==> config.mk <==
export PLATFORM = sky130hd
export DESIGN_NAME = bus_write_demux_flat
export DESIGN_NICKNAME = d
export VERILOG_FILES = /design/src/rtl/bus_write_demux_if.sv /design/src/rtl/bus_write_demux.sv /design/src/flat_wrapper.sv
export SDC_FILE = /design/constraint.sdc
export NUM_CORES = 1
export LEC_CHECK = 0
export ABC_AREA = 1
export BUFFER_PORTS_ARGS = -buffer_cell sky130_fd_sc_hd__buf_4
export CAP_MARGIN = 20
export CORE_UTILIZATION = 50
export DETAILED_ROUTE_END_ITERATION = 10
export PLACE_DENSITY = 0.89
export SYNTH_ARGS = -nofsm -noshare
export SYNTH_HDL_FRONTEND = slang
export SYNTH_SLANG_ARGS = --single-unit
==> constraint.sdc <==
create_clock -name clk -period 3.1 [get_ports clk]
set_input_delay 0.465 -clock clk [delete_from_list [all_inputs] [get_ports clk]]
set_output_delay 0.465 -clock clk [all_outputs]
set_load 0.02 [all_outputs]
==> src/rtl/bus_write_demux_if.sv <==
// CPU-to-peripheral write bus: CPU write request, peripheral busy inputs,
// registered write delivery and status back to the CPU.
interface bus_write_demux_if;
    logic        write;
    logic [15:0] id;
    logic [15:0] din;
    logic [15:0] busy;
    logic [15:0] wdata;
    logic [15:0] wstrobe;
    logic [15:0] ctrl6;
    logic [15:0] ctrl7;
    logic        stall;
    logic        err_unmapped;
    logic        err_overrun;
    logic        err_timeout;

    modport master (
        output write, id, din, busy,
        input  wdata, wstrobe, ctrl6, ctrl7, stall,
        input  err_unmapped, err_overrun, err_timeout
    );

    modport slave (
        input  write, id, din, busy,
        output wdata, wstrobe, ctrl6, ctrl7, stall,
        output err_unmapped, err_overrun, err_timeout
    );
endinterface

==> src/rtl/bus_write_demux.sv <==
// Write-side demux: routes CPU register writes to peripherals, parking one write while busy.
// Optional macro WRITE_TIMEOUT_EN adds a hold timeout that drops the parked write.
module bus_write_demux #(
    parameter logic [15:0] WRMASK  = 16'h02CE,
    parameter int unsigned TIMEOUT = 1024
) (
    input  logic              clk,
    input  logic              reset,
    bus_write_demux_if.slave  bus
);
    typedef enum logic {IDLE = 1'b0, HOLD = 1'b1} state_t;
    state_t state_reg, state_next;

    logic [3:0]  hold_id_reg;
    logic [15:0] hold_din_reg;
    logic [15:0] wdata_reg, wstrobe_reg, ctrl6_reg, ctrl7_reg;
    logic        stall_reg, err_unmapped_reg, err_overrun_reg, err_timeout_reg;

    logic [3:0]  in_id;
    logic        id_errclr, id_mapped, in_busy, held_busy, timeout_hit;

    assign in_id     = bus.id[3:0];
    assign id_errclr = (bus.id == 16'h000F);
    assign id_mapped = (bus.id[15:4] == 12'd0) && (WRMASK[in_id] || id_errclr);
    assign in_busy   = bus.busy[in_id];
    assign held_busy = bus.busy[hold_id_reg];

`ifdef WRITE_TIMEOUT_EN
    logic [15:0] hold_cnt_reg;

    // Counter sits at zero in IDLE, so every HOLD entry starts a fresh count.
    assign timeout_hit = held_busy && (hold_cnt_reg == 16'(TIMEOUT - 1));

    always_ff @(posedge clk) begin
        if (reset || state_reg == IDLE)
            hold_cnt_reg <= '0;
        else if (held_busy)
            hold_cnt_reg <= hold_cnt_reg + 16'd1;
    end
`else
    logic [31:0] unused_timeout;
    assign unused_timeout = TIMEOUT;
    assign timeout_hit    = 1'b0;
`endif

    always_comb begin
        state_next = state_reg;
        case (state_reg)
            IDLE: if (bus.write && id_mapped && !id_errclr && in_busy) state_next = HOLD;
            HOLD: if (!held_busy || timeout_hit) state_next = IDLE;
        endcase
    end

    logic        issue_en, capture, set_unmapped, set_overrun, set_timeout;
    logic [3:0]  issue_id;
    logic [15:0] issue_din;
    logic [2:0]  clr_mask;
    logic [15:0] strobe_dec;

    always_comb begin
        issue_en     = 1'b0;
        issue_id     = in_id;
        issue_din    = bus.din;
        capture      = 1'b0;
        set_unmapped = 1'b0;
        set_overrun  = 1'b0;
        set_timeout  = 1'b0;
        clr_mask     = 3'b000;
        case (state_reg)
            IDLE: begin
                if (bus.write) begin
                    if (id_errclr)
                        clr_mask = bus.din[2:0];
                    else if (!id_mapped)
                        set_unmapped = 1'b1;
                    else if (in_busy)
                        capture = 1'b1;
                    else
                        issue_en = 1'b1;
                end
            end
            HOLD: begin
                // Any CPU write while parked is dropped, error-clear included.
                set_overrun = bus.write;
                issue_id    = hold_id_reg;
                issue_din   = hold_din_reg;
                if (!held_busy)
                    issue_en = 1'b1;
                else
                    set_timeout = timeout_hit;
            end
        endcase
    end

    for (genvar gi = 0; gi < 16; gi++) begin : g_strobe
        assign strobe_dec[gi] = issue_en && (issue_id == 4'(gi));
    end

    always_ff @(posedge clk) begin
        if (reset) begin
            state_reg        <= IDLE;
            hold_id_reg      <= '0;
            hold_din_reg     <= '0;
            wdata_reg        <= '0;
            wstrobe_reg      <= '0;
            ctrl6_reg        <= '0;
            ctrl7_reg        <= '0;
            stall_reg        <= 1'b0;
            err_unmapped_reg <= 1'b0;
            err_overrun_reg  <= 1'b0;
            err_timeout_reg  <= 1'b0;
        end else begin
            state_reg   <= state_next;
            wstrobe_reg <= strobe_dec;
            stall_reg   <= (state_next == HOLD);
            if (issue_en)      wdata_reg <= issue_din;
            if (strobe_dec[6]) ctrl6_reg <= issue_din;
            if (strobe_dec[7]) ctrl7_reg <= issue_din;
            if (capture) begin
                hold_id_reg  <= in_id;
                hold_din_reg <= bus.din;
            end
            err_unmapped_reg <= (err_unmapped_reg & ~clr_mask[0]) | set_unmapped;
            err_overrun_reg  <= (err_overrun_reg  & ~clr_mask[1]) | set_overrun;
            err_timeout_reg  <= (err_timeout_reg  & ~clr_mask[2]) | set_timeout;
        end
    end

    assign bus.wdata        = wdata_reg;
    assign bus.wstrobe      = wstrobe_reg;
    assign bus.ctrl6        = ctrl6_reg;
    assign bus.ctrl7        = ctrl7_reg;
    assign bus.stall        = stall_reg;
    assign bus.err_unmapped = err_unmapped_reg;
    assign bus.err_overrun  = err_overrun_reg;
    assign bus.err_timeout  = err_timeout_reg;
endmodule

==> src/flat_wrapper.sv <==
// flat-port wrapper written by rule: the top's interface ports become plain ports
module bus_write_demux_flat 
#(
    parameter logic [15:0] WRMASK  = 16'h02CE,
    parameter int unsigned TIMEOUT = 1024
)
  (clk, reset, bus_write, bus_id, bus_din, bus_busy, bus_wdata, bus_wstrobe, bus_ctrl6, bus_ctrl7, bus_stall, bus_err_unmapped, bus_err_overrun, bus_err_timeout);
  bus_write_demux_if bus_i ();
  input  logic clk;
  input  logic reset;
  input wire logic [$bits(bus_i.write)-1:0] bus_write;
  input wire logic [$bits(bus_i.id)-1:0] bus_id;
  input wire logic [$bits(bus_i.din)-1:0] bus_din;
  input wire logic [$bits(bus_i.busy)-1:0] bus_busy;
  output wire logic [$bits(bus_i.wdata)-1:0] bus_wdata;
  output wire logic [$bits(bus_i.wstrobe)-1:0] bus_wstrobe;
  output wire logic [$bits(bus_i.ctrl6)-1:0] bus_ctrl6;
  output wire logic [$bits(bus_i.ctrl7)-1:0] bus_ctrl7;
  output wire logic [$bits(bus_i.stall)-1:0] bus_stall;
  output wire logic [$bits(bus_i.err_unmapped)-1:0] bus_err_unmapped;
  output wire logic [$bits(bus_i.err_overrun)-1:0] bus_err_overrun;
  output wire logic [$bits(bus_i.err_timeout)-1:0] bus_err_timeout;
  assign bus_i.write = bus_write;
  assign bus_i.id = bus_id;
  assign bus_i.din = bus_din;
  assign bus_i.busy = bus_busy;
  assign bus_wdata = bus_i.wdata;
  assign bus_wstrobe = bus_i.wstrobe;
  assign bus_ctrl6 = bus_i.ctrl6;
  assign bus_ctrl7 = bus_i.ctrl7;
  assign bus_stall = bus_i.stall;
  assign bus_err_unmapped = bus_i.err_unmapped;
  assign bus_err_overrun = bus_i.err_overrun;
  assign bus_err_timeout = bus_i.err_timeout;
  bus_write_demux #(.WRMASK(WRMASK), .TIMEOUT(TIMEOUT)) u_core (.clk(clk), .reset(reset), .bus(bus_i));
endmodule
==> reports/results.txt <==
placed insts = 769
CP max-delay cell = dfxtp_1
Antenna Violating Nets Remaining = 0
global-route wire length before repair = 16900 µm
Critical Path RT = 3.38 ns
Crit path top cell by count = nand3_1
Seq/Total Area, Yosys = 44.8%
final hold violation count = 0
initial antenna violation count = 0
pin count of the biggest net entering global routing = 48
synthesized area per cell = 6.79 µm²
Clock transition at path regs = 0.08 ns
DRT iter0 DRCs = 347
Root Buffer = clkbuf_8
Hold WS = 0.355 ns
Post-CTS Hold Buffers = 0
Synth Instances = 579
synth cell count leaders = nor2_1, nand2_1, dfxtp_1, nand3_1, inv_1
peak fanout along the critical path = 44
routed vias = 4131
FILL cells = 606
CP Data Arrival Time = 2.50 ns
dominant cell type by area after synthesis = dfxtp_1
Post-CTS Setup Inserts = 0
final core utilization = 68.0%
Layout Area Growth over Synthesis = 28.3%
multi-input logic area = 0.00182 mm²
WP buf/inv = 2
Finish-stage setup viols = 0
Remaining Overflow, GRT = 0
router iterations before antenna repair = 7
Cell Rows = 31
Worst Clk Skew = 0.00459 ns
layout cells sized above 1 = 23.0%
Max Buffers Root-to-Sink = 2
Die Width = 90.6 µm
slew margin rel. = 61.4%
number of enable flip-flop cells after synthesis = 0
port buffer count = 118
critical path class = register to register
most common cell in the netlist = nor2_1
Worst VDD drop = 273 µV
Post-Layout Cell Count = 785
launch point of the worst reg-to-reg path = u_core.hold_id_reg[0]
crit start category = register
final period utilization = 71.7%
ys async rst share = 0%
CP delay by family, top = simple AND/OR/NAND/NOR gates
Synth Net Count = 630
H-tree levels = 3
Critical Path Sink Type = register
CTS tree = built
drt drc = 0
DP HPWL = 7170 µm
vias in the first global route = 3663
unique cell type count in the Yosys netlist = 27
Tightest Hold Check Type = input port to register
Final Critical Period = 2.22 ns
status = complete, no violations
Clk Latency, worst-skew pair = 0.34 ns
Starting Density = 53.0%
clock sink count = 88
worst-path cell chain = inv_1 -> nand2_1 -> nand3_1 -> nand3_1 -> nand3_1 -> nand3_1 -> nand2_4 -> inv_1 -> nor2_1 -> nor2_1
Worst Min Path Start = bus_din[2]
Slew @ Worst Pin = 0.578 ns
Final Max Tran Viols = 0
die height = 90.6 µm
GRT Total Usage = 25.3%
routability congestion estimate = 1.06
CP max stage delay = 0.55 ns
Yosys warnings = 0
post-synth top area share = 44.8%
leakage = 0.00242 µW
number of diodes = 0
power per standard cell area = 425 mW/mm²
Fin Setup TNS = 0 ns
post-cts gate resize count = 0
RSZ-0062 raised after global routing = no
vias per cell = 5.26
routed length per instance = 12.9 µm
I/O Pins = 119
CP startpoint = u_core.hold_id_reg[0]
Cell Area, Synth = 0.00393 mm²
core area = 0.00741 mm²
Max Cap Viol = 0
Detailed Route WL = 10200 µm
top post-synthesis cells by area = dfxtp_1, nor2_1, nand2_1, nand3_1, o21ai_0
final net count = 732
Main synth FF type = dfxtp_1
Die ar. = 0.00822 mm²
Num CTS Buffers = 9
sequential cell area = 0.00176 mm²
#FFs+latches synth = 88
fmax = 0.450 GHz
-- layout make-up --
| class | count | area share (%) |
|---|---|---|
| sequential | 88 | 34.9 |
| inverter | 48 | 3.57 |
| clock inverter | 6 | 1.66 |
| clock buffer | 10 | 2.53 |
| timing repair buffer | 124 | 18.7 |
| multi-input combinational | 410 | 36.1 |
| tap | 99 | 2.46 |
-- kinds of logic after synthesis --
| logic type | Yosys count | synth area share (%) |
|---|---|---|
| buf+inv | 81 | 8.95 |
| mux | 4 | 1.02 |
| flops | 88 | 44.8 |
| simple gates | 322 | 34.2 |
| compound gates | 84 | 11.0 |
-- path summary, 6_finish.rpt --
| check | end | slack (ns) | cells past startpoint |
|---|---|---|---|
| worst max-delay path | u_core.bus.wdata[0] | 0.88 | 10 |
| worst min-delay path | u_core.hold_din_reg[2] | 0.35 | 3 |
| worst max register to register | u_core.bus.wdata[0] | 0.88 | 10 |
| worst min register to register | u_core.bus.err_timeout | 0.46 | 2 |
-- cells in the final DEF (no fill, tap or decap), drive strengths merged, types with 2 or more instances in the layout --
cell    Yosys  layout
or2        10      10
clkinv      0       4
nand4       3       3
clkbuf      8      10
a21oi      36      36
nand3      65      65
nor2      132     132
o21ai      44      44
buf        25     124
inv        48      48
nor3        2       2
mux2i       4       4
bufinv      0       2
dfxtp      88      88
nand2     109     109
-- metrics by stage --
step / total power, µW / setup slack [ns] / area, µm²
global placement: 1320 / 0.902 / 4830
floorplan: 1240 / 1.38 / 3930
finish: 2140 / 0.879 / 5040
detailed placement: 1330 / 0.781 / 4830
CTS: 2150 / 0.920 / 5040
global route: 2220 / 0.677 / 5040
-- report_power, final --
group | switching, µW | total [µW] | internal [µW]
Sequential | 0.714 | 1130 | 1130
Combinational | 99.3 | 171 | 72.0
Clock | 391 | 843 | 452
-- routing by layer --
metal | vias to the layer above | part of all wire (%) | GRT usage [%]
met5 | - | 0 | 0
met4 | 0 | 1.9 | 8.47
met3 | 28 | 8.9 | 3.62
met2 | 220 | 47 | 40.0
met1 | 1839 | 42 | 35.2
li1 | 2044 | - | -
-- worst min-delay path: cells and delay by family --
family / cells / cell delay [ns]
AND/OR/NAND/NOR: 2 / 0.11
buffers and inverters: 1 / 0.09
(Power assumes the default switching activity.)
